<file path="config.mk">
export PLATFORM = sky130hd
export DESIGN_NAME = prefetch_queue
export DESIGN_NICKNAME = d
export VERILOG_FILES = /design/src/rtl/prefetch_queue.sv
export SDC_FILE = /design/constraint.sdc
export NUM_CORES = 1
export LEC_CHECK = 0
export BUFFER_PORTS_ARGS = -buffer_cell sky130_fd_sc_hd__buf_4
export CAP_MARGIN = 20
export CORE_UTILIZATION = 25
export CTS_CLUSTER_SIZE = 16
export DETAILED_ROUTE_END_ITERATION = 7
export PLACE_DENSITY = 0.48
export SKIP_CTS_REPAIR_TIMING = 1
export SLEW_MARGIN = 30
export SYNTH_ARGS = -nofsm -noshare
export SYNTH_HDL_FRONTEND = slang
export SYNTH_SLANG_ARGS = --single-unit
</file>
<file path="constraint.sdc">
create_clock -name clk -period 3.6 [get_ports clk]
set_clock_uncertainty 0.05 [all_clocks]
set_input_delay 0.54 -clock clk [delete_from_list [all_inputs] [get_ports clk]]
set_output_delay 0.54 -clock clk [all_outputs]
set_load 0.05 [all_outputs]
</file>
<file path="src/rtl/prefetch_queue.sv">
// -----------------------------------------------------------------------------
// prefetch_queue
//
// Instruction prefetch queue ahead of the fetch/decode boundary. It reads
// 16-bit instructions from instruction memory over a req/ack handshake,
// buffers them with their addresses in a DEPTH-entry FIFO, and presents the
// head entry to decode under a valid/ready handshake. A flush from decode
// empties the queue and restarts fetching at the redirect target. A response
// still in flight at the time of the flush is waited out and discarded.
//
// Ports
//   clk          clock, rising edge
//   reset        asynchronous active-low reset
//   imem_req     registered read request
//   imem_addr    registered read address, stable while imem_req=1
//   imem_ack     response strobe, sampled only while imem_req=1
//   imem_rdata   instruction word, valid with imem_ack
//   flush        redirect pulse from decode
//   flush_pc     redirect target
//   ir_valid     head entry valid
//   ir_ready     decode accepts the head entry
//   ir           head instruction (0 when empty)
//   pc           head instruction address (0 when empty)
//   pc_p2        pc + 2, modulo 2^16
//   count        current occupancy, 0..DEPTH
//
// Build option
//   PREFETCH_STATS_EN  adds stat_flush / stat_drop saturating 16-bit counters
//                      (flush cycles, discarded memory responses).
//
// States
//   IDLE  | no request outstanding (queue full, or just out of reset)
//   REQ   | request outstanding at fetch_pc, response will be pushed
//   DRAIN | stale request outstanding after a flush, response will be dropped
// -----------------------------------------------------------------------------
module prefetch_queue #(
    parameter int          DEPTH    = 4,
    parameter logic [15:0] RESET_PC = 16'h0000
) (
    input  logic                   clk,
    input  logic                   reset,
    output logic                   imem_req,
    output logic [15:0]            imem_addr,
    input  logic                   imem_ack,
    input  logic [15:0]            imem_rdata,
    input  logic                   flush,
    input  logic [15:0]            flush_pc,
    output logic                   ir_valid,
    input  logic                   ir_ready,
    output logic [15:0]            ir,
    output logic [15:0]            pc,
    output logic [15:0]            pc_p2,
    output logic [$clog2(DEPTH):0] count
`ifdef PREFETCH_STATS_EN
    ,
    output logic [15:0]            stat_flush,
    output logic [15:0]            stat_drop
`endif
);

    localparam int PW = $clog2(DEPTH);
    localparam int CW = PW + 1;
    localparam logic [CW-1:0] DEPTH_C = CW'(DEPTH);

    typedef enum logic [1:0] {
        S_IDLE  = 2'd0,
        S_REQ   = 2'd1,
        S_DRAIN = 2'd2
    } state_t;

    state_t         state_q, state_d;
    logic           req_q, req_d;
    logic [15:0]    addr_q, addr_d;
    logic [15:0]    fetch_pc_q, fetch_pc_d;
    logic [CW-1:0]  count_q, count_d;
    logic [PW-1:0]  wptr_q, wptr_d;
    logic [PW-1:0]  rptr_q, rptr_d;
    logic           push, pop;

    logic [15:0]    mem_ir [DEPTH];
    logic [15:0]    mem_pc [DEPTH];

    always_comb begin
        pop  = (count_q != '0) && ir_ready && !flush;
        push = (state_q == S_REQ) && imem_ack && !flush;

        state_d    = state_q;
        addr_d     = addr_q;
        fetch_pc_d = fetch_pc_q;
        count_d    = count_q;
        wptr_d     = wptr_q;
        rptr_d     = rptr_q;

        if (flush) begin
            count_d    = '0;
            wptr_d     = '0;
            rptr_d     = '0;
            fetch_pc_d = flush_pc;
            case (state_q)
                S_REQ, S_DRAIN: begin
                    // An unanswered request must complete before the new
                    // target can be issued; an answered one is simply dropped.
                    if (imem_ack) begin
                        state_d = S_REQ;
                        addr_d  = flush_pc;
                    end else begin
                        state_d = S_DRAIN;
                    end
                end
                default: begin
                    state_d = S_REQ;
                    addr_d  = flush_pc;
                end
            endcase
        end else begin
            if (push) begin
                wptr_d     = wptr_q + PW'(1);
                fetch_pc_d = fetch_pc_q + 16'd2;
            end
            if (pop) begin
                rptr_d = rptr_q + PW'(1);
            end
            case ({push, pop})
                2'b10:   count_d = count_q + CW'(1);
                2'b01:   count_d = count_q - CW'(1);
                default: count_d = count_q;
            endcase

            case (state_q)
                S_IDLE: begin
                    if (count_d < DEPTH_C) begin
                        state_d = S_REQ;
                        addr_d  = fetch_pc_q;
                    end
                end
                S_REQ: begin
                    if (imem_ack) begin
                        addr_d = fetch_pc_d;
                        if (count_d >= DEPTH_C) begin
                            state_d = S_IDLE;
                        end
                    end
                end
                S_DRAIN: begin
                    if (imem_ack) begin
                        state_d = S_REQ;
                        addr_d  = fetch_pc_q;
                    end
                end
                default: begin
                    state_d = S_IDLE;
                end
            endcase
        end

        req_d = (state_d != S_IDLE);
    end

    always_ff @(posedge clk or negedge reset) begin
        if (!reset) begin
            state_q    <= S_IDLE;
            req_q      <= 1'b0;
            addr_q     <= RESET_PC;
            fetch_pc_q <= RESET_PC;
            count_q    <= '0;
            wptr_q     <= '0;
            rptr_q     <= '0;
        end else begin
            state_q    <= state_d;
            req_q      <= req_d;
            addr_q     <= addr_d;
            fetch_pc_q <= fetch_pc_d;
            count_q    <= count_d;
            wptr_q     <= wptr_d;
            rptr_q     <= rptr_d;
        end
    end

    // Storage needs no reset: outputs are masked while the queue is empty.
    always_ff @(posedge clk) begin
        if (push) begin
            mem_ir[wptr_q] <= imem_rdata;
            mem_pc[wptr_q] <= fetch_pc_q;
        end
    end

    assign imem_req  = req_q;
    assign imem_addr = addr_q;
    assign count     = count_q;
    assign ir_valid  = (count_q != '0);
    assign ir        = ir_valid ? mem_ir[rptr_q] : 16'h0000;
    assign pc        = ir_valid ? mem_pc[rptr_q] : 16'h0000;
    assign pc_p2     = pc + 16'd2;

`ifdef PREFETCH_STATS_EN
    logic        drop;
    logic [15:0] stat_flush_q;
    logic [15:0] stat_drop_q;

    // A response is discarded when it lands with a flush or while draining.
    assign drop = imem_ack && (((state_q == S_REQ) && flush) || (state_q == S_DRAIN));

    always_ff @(posedge clk or negedge reset) begin
        if (!reset) begin
            stat_flush_q <= 16'h0000;
            stat_drop_q  <= 16'h0000;
        end else begin
            if (flush && (stat_flush_q != 16'hFFFF)) begin
                stat_flush_q <= stat_flush_q + 16'd1;
            end
            if (drop && (stat_drop_q != 16'hFFFF)) begin
                stat_drop_q <= stat_drop_q + 16'd1;
            end
        end
    end

    assign stat_flush = stat_flush_q;
    assign stat_drop  = stat_drop_q;
`else
    // Statistics counters are not present in this build.
`endif

endmodule
</file>
==> key figures, run 1 <==
Status
  • Status: finished, final reports clean

GRT
  • Antenna violations before repair: 0
  • Number of global-route vias before repair: 4755
  • GRT Overall Usage: roughly an eighth
  • Total grt overflow: 0
  • First-pass GRT wire length: ~28 mm
  • Largest net degree at the start of global routing: 43

STA
  • Final period util: 94.3%
  • Slew Viols, Final: 0
  • Final hold viol count: 0
  • Setup ws final: 0.204 ns
  • Endpoints failing setup: 0
  • Maximum clock frequency: 0.294 GHz
  • Final Critical Period: 3.40 ns
  • Slew headroom: 63.0%
  • Worst-margin pin slew: approximately 0.55 ns
  • Final setup TNS: 0 ns

Drt
  • Final WL: 17.8 mm
  • Drt pass-1 iters: 5
  • Post-route ant nets: 0
  • Vias: 4402
  • Post-DR wirelength/cell: about 18 microns
  • Initial DRC Count: 239
  • Drt via density: 4.42
  • Post-route DRC: 0

Clocking
  • Sink Count: between 150 and 200
  • Reg clk slew, reported paths: 0.07 ns
  • CTS tree: done
  • Number of buffers created by CTS: 17
  • Max clock buf depth: 2
  • Root Buffer: clkbuf_16
  • CTS H-tree depth: 4
  • Worst-Skew Late Latency: 0.43 ns

Pwr
  • Switching pwr: 2.68 mW
  • PD cells: 737 nW/um^2
  • Peak VDD IR: 0.468 mV
  • Internal Power: ~4.3 mW
  • Clock network power share: between 20% and 30%
  • Pleak: approximately 3.5 nW
  • Part of the power in registers: roughly 36%
  • Switch share: 38.5%
  • Logic pwr share: 37.3%

Logic synthesis
  • Post-Syn Area: 7480 sq um
  • Yosys warnings: 0
  • Mapped Avg Cell Area: 15.7 sq um
  • Synth async-reset ratio: 24.7%
  • Post-Synthesis Cells: ~480
  • Main synth FF type: edfxtp_1
  • Syn Nets: 527
  • Yosys top cell by area: edfxtp_1
  • Post-synth cell types: 49
  • Top cell type's share of synthesized area: 51.4%
  • Synth area leaders: edfxtp_1, dfrtp_1, mux4_2
  • Post-synth EDFFs: 128
  • Seq cells post-synth: 170
  • Post-synthesis sequential area ratio: 65.4%

Finish
  • Fin nets: 647
  • Antenna Cells: 0
  • Most frequent cells in the layout: edfxtp_1, buf_4, dfrtp_1, nand2_1, and2_1
  • Share of cells above drive strength 1: 35.5%
  • Final Util: 32.5%
  • Area Overhead vs Synth: 26.3%
  • Commonest non-fill, non-tap cell in the layout: edfxtp_1

Worst setup path
  • Setup crit start kind: flop
  • Worst Path Required: 3.01 ns
  • Crit. End Element: output pin
  • Arrival time at the worst endpoint: 2.81 ns
  • WS Path Type: flop to output pin
  • Maximum fanout along the worst path: 30

Hold path
  • Hold crit path type: input pin to asynchronous set/reset pin

Floorplan
  • Initial Util: 25.7%
  • Core area: roughly 29000 sq um
  • Io pins: 106
  • Die area: approximately 31000 sq um
  • Die W: 175 microns
  • Height of the die: 175 microns
  • # rows: slightly above 60

Run
  • Max Cap Viol: 0

Placed design
  • Pre-CTS setup slack: 0.257 ns
  • Final RePlAce weighted congestion: 0.768
  • DP HPWL: 12.2 mm
  • I/O Buffers: 105
## final timing paths
| kind | start | slack [ns] | cells after the start | end |
|---|---|---|---|---|
| worst max-delay path | rptr_q[0] | 0.20 | 6 | pc_p2[11] |
| worst min-delay path | reset | 0.05 | 1 | fetch_pc_q[4] |
| worst max register to register | state_q[1] | 0.21 | 12 | imem_addr[15] |
| worst min register to register | imem_addr[7] | 0.45 | 1 | imem_addr[7] |
| max in group asynchronous | reset | 3.04 | 1 | rptr_q[0] |
| min in group clk | imem_rdata[14] | 0.26 | 1 | mem_ir[2][14] |
## per-layer routing
layer	vias to the layer above	wire length, microns	global-route usage (%)
met5	-	0	0
met4	0	98	2.68
li1	2055	-	-
met3	6	919	3.42
met2	131	8100	18.8
met1	2210	8720	16.7
## per-stage QoR
step           hold WS (ns)  std cells  area (sq um)  power (mW)
6_report             0.0522        995          9450        6.97
3_5_place_dp          0.433        963          8830        5.19
2_1_floorplan         0.194        478          7560        4.36
3_3_place_gp          0.428        963          8830        5.14
5_1_grt              0.0701        995          9450        7.30
4_1_cts              0.0623        995          9420        7.04
## synthesized netlist by cell type (5+ instances only)
library cell  instances
edfxtp_1            128
dfrtp_1              42
nand2_1              38
and2_1               32
nor2_1               24
mux4_2               22
o21ai_0              20
mux2_2               19
inv_1                13
xor2_1               13
ha_1                 11
mux4_1               10
nand3_1              10
xnor2_1               9
mux2i_1               8
nand4_1               8
nor3_1                8
buf_2                 7
clkbuf_1              7
a31oi_1               5
## cells by family (layout without fill, tap and decap cells)
kind of cell / Yosys count / after routing / share of synthesized area (%)
buf+inv: 34 / 167 / 2.22
compound gates: 40 / 40 / 3.43
xor+xnor: 22 / 22 / 2.58
simple gates: 140 / 140 / 10.0
fa+ha+maj: 12 / 12 / 2.11
mux: 60 / 60 / 14.2
flops: 170 / 170 / 65.4
## flip-flops by register name (all words and copies together), names as in the netlist
signal and count:
count 3, imem_req 1, wptr_q 2, rptr_q 2, mem_pc 64, mem_ir 64, fetch_pc_q 16, state_q 2
imem_addr 16
## critical path: stages, from the launching register on
cell	delay, ns
dfrtp_2	0.41
buf_12	0.25
mux4_2	0.61
nand3b_1	0.23
nor3_1	0.29
mux2i_2	0.32
buf_4	0.24
## power groups by stage
stage                     logic [mW]  clock network [mW]  registers, mW
final                           2.60                1.83           2.54
after global routing            2.77                1.96           2.57
after CTS                       2.62                1.88           2.54
after detailed placement        2.62                   0           2.58
after global placement          2.58                   0           2.56
after floorplan                 1.49                   0           2.87
## cell type report
type | count | area, sq um
multi-input combinational | 274 | 2500
inverter | 14 | 56.3
fill | 2889 | 19600
sequential | 170 | 4900
clock buffer | 17 | 425
tap | 384 | 480
clock inverter | 15 | 163
timing repair buffer | 121 | 925
Note: power is estimated with default switching activity, not from simulation.
==> run 2, diff against run 1 <==
BUFFER_PORTS_ARGS = -buffer_cell sky130_fd_sc_hd__buf_2   (was -buffer_cell sky130_fd_sc_hd__buf_4)
==> run 2 against run 1 <==
Total power down 3.2%; hold slack worse by 0.0041 ns; maximum frequency decreased by 1.3%; via count is 2.0% higher; die area is the same; utilization shrank 0.84 points; first-iteration DRC count up 13%; routed wire length decreased by 1.5%; critical path type unchanged.
==> key figures, run 2 (synthesized netlist as in run 1, its figures left out) <==
STA
  • Maximum clock frequency: 0.291 GHz (-1.3%)
  • Slew headroom: 62.4% (-0.68 points)
  • Slew Viols, Final: 0 (unchanged)
  • Worst-margin pin slew: 0.564 ns (+0.0101 ns)
  • Final hold viol count: 0 (unchanged)
  • Final Critical Period: 3.44 ns (+0.0430 ns)
  • Final Hold Slack: 0.0481 ns (-0.00409 ns)
  • Endpoints failing setup: 0 (unchanged)
  • Final setup TNS: 0 ns (unchanged)
  • Final period util: 95.5% (+1.2 points)
  • RSZ-0062 raised after global routing: true

Status
  • Status: finished, final reports clean

Pwr
  • Clock network power share: 26.4% (+0.2 points)
  • Part of the power in registers: 37.5% (+1.1 points)
  • Logic pwr share: 36.0% (-1.3 points)
  • Internal Power: 4.01 mW (-6.3%)
  • Total Power: 6.74 mW (-3.2%)
  • Pleak: 3.44 nW (-1.3%)
  • Switching pwr: 2.73 mW (+1.8%)
  • Switch share: 40.5% (+2.0 points)
  • Peak VDD IR: 0.376 mV (-20%)
  • PD cells: 733 nW/um^2 (-0.63%)

Hold path
  • Hold crit path type: input pin to asynchronous set/reset pin

GRT
  • GRT Overall Usage: 11.9% (-0.24 points)
  • GR Util met3: 2.76% (-0.65 points)
  • Antenna violations before repair: 0 (unchanged)
  • GR Util met2: 17.6% (-1.2 points)
  • Largest net degree at the start of global routing: 43 (unchanged)
  • Number of global-route vias before repair: 4614 (-3.0%)
  • Routing usage on met1: 17.0% (+0.32 points)
  • Total grt overflow: 0 (unchanged)
  • First-pass GRT wire length: 27.1 mm (-2.2%)
  • Global routing's busiest layer: met2

Worst setup path
  • Setup crit start kind: flop
  • Crit Reg-Reg Endpoint: imem_addr[14]
  • CP Launch Point: rptr_q[0]
  • Worst reg2reg setup slack: 0.24 ns (+0.03 ns)
  • Buf+Inv Stages, Crit Path: 2 (unchanged)
  • Reg2reg path depth: 12 (unchanged)
  • Critical Path End: pc_p2[15]
  • Critical path depth: 9 (+3)
  • Maximum fanout along the worst path: 4 (-87%)
  • Crit. End Element: output pin
  • Crit-path slowest cell: dfrtp_2
  • Critical path cell sequence: mux4_1 -> nand2_4 -> clkinvlp_4 -> ha_1 -> o31a_1 -> nand4_1 -> nor4_2 -> xor2_2 -> buf_2
  • WS Path Type: flop to output pin
  • Top delay family on crit path: simple AND/OR/NAND/NOR gates
  • Max stage delay on crit path: 0.45 ns (-0.16 ns)
  • Arrival time at the worst endpoint: 2.85 ns (+0.04 ns)
  • Worst Path Required: 3.01 ns (about the same)
  • R2r startpoint: state_q[1]

Floorplan
  • Die W: 175 microns (unchanged)
  • Core area: 29100 sq um (unchanged)
  • Io pins: 106 (unchanged)
  • Height of the die: 175 microns (unchanged)
  • # rows: 62 (unchanged)
  • Die area: 30600 sq um (unchanged)
  • Initial Util: 25.7% (unchanged)

Clocking
  • CTS H-tree depth: 4 (unchanged)
  • Worst-Skew Late Latency: 0.43 ns (about the same)
  • CTS tree: done
  • Root Buffer: clkbuf_16
  • Reg clk slew, reported paths: 0.07 ns (about the same)
  • Sink Count: 170 (unchanged)
  • Number of buffers created by CTS: 17 (unchanged)
  • Max clock buf depth: 2 (unchanged)

Drt
  • Post-route ant nets: 0 (unchanged)
  • Vias: 4488 (+2.0%)
  • Drt pass-1 iters: 5 (unchanged)
  • Post-DR wirelength/cell: 17.6 microns (-1.7%)
  • Final WL: 17.6 mm (-1.5%)
  • Post-route DRC: 0 (unchanged)
  • Drt via density: 4.50 (+1.7%)
  • Initial DRC Count: 271 (+13%)

Finish
  • Commonest non-fill, non-tap cell in the layout: edfxtp_1
  • Biggest regs: mem_ir x64, mem_pc x64
  • Final Util: 31.6% (-0.84 points)
  • Most frequent cells in the layout: edfxtp_1, buf_2, dfrtp_1, nand2_1, and2_1
  • Post-Layout Cell Count: 997 (+0.20%)
  • Seq. cell area: 4900 sq um (unchanged)
  • Fin nets: 649 (+0.31%)
  • Area Overhead vs Synth: 23.0%
  • Share of cells above drive strength 1: 36.1% (+0.54 points)
  • Antenna Cells: 0 (unchanged)
  • Fillers: 2878 (-0.38%)
  • Multi-input gate area: 2500 sq um (unchanged)

Placed design
  • DP HPWL: 12.1 mm (-1.2%)
  • I/O Buffers: 105 (unchanged)
  • Final RePlAce weighted congestion: 0.770 (+0.33%)
  • Placed insts: 965 (+0.21%)

Run
  • Max Cap Viol: 0 (unchanged)
## run 2: cell types whose count changed in the layout (fill, tap and decap cells not counted), sizes merged
cell / delta
clkinv: +2
clkbuf: +2
bufinv: -2
## run 2: power groups by stage
stage          combinational (mW)  clock [mW]  sequential, mW
3_3_place_gp                 2.40           0            2.55
4_1_cts                      2.44        1.83            2.53
6_report                     2.43        1.78            2.53
5_1_grt                      2.59        1.90            2.56
2_1_floorplan                1.49           0            2.87
3_5_place_dp                 2.44           0            2.57
## run 2: worst min path at each step
stage / to / depth (start not counted) / slack [ns]
4_1_cts: imem_req / 1 / 0.25
2_1_floorplan: count[0] / 0 / 0.19
3_5_place_dp: imem_addr[15] / 1 / 0.44
6_report: imem_addr[8] / 1 / 0.05
5_1_grt: imem_addr[12] / 1 / 0.08
3_3_place_gp: imem_addr[7] / 1 / 0.42
## run 2: cell type report
class	count	share of cell area, %
Multi-Input combinational cell	274	27.1
Clock inverter	15	1.73
Timing Repair Buffer	123	7.44
Inverter	14	0.612
Clock buffer	17	4.62
Tap cell	384	5.22
Sequential cell	170	53.2
## run 2: worst reg2reg max path, stage by stage (launching register included)
cell and delay (ns):
dfrtp_1 0.42, inv_1 0.09, ha_1 0.28, and3b_1 0.23, inv_2 0.07, ha_1 0.22, fa_1 0.38, xnor2_1 0.15
o21a_1 0.19, or2_2 0.35, a31oi_4 0.19, buf_4 0.26, mux2_2 0.37
## run 2: metrics by stage
stage / setup slack (ns) / cell area [sq um]
2_1_floorplan: 0.0220 / 7560
6_report: 0.161 / 9200
3_3_place_gp: 0.329 / 8590
5_1_grt: -0.0267 / 9200
3_5_place_dp: 0.286 / 8590
4_1_cts: -0.151 / 9170
## run 2: routing by layer
layer  share of wire, %  routed length (microns)
met1                 50                     8760
met5                  0                        0
met3                5.0                      872
met4                1.0                      184
met2                 44                     7740
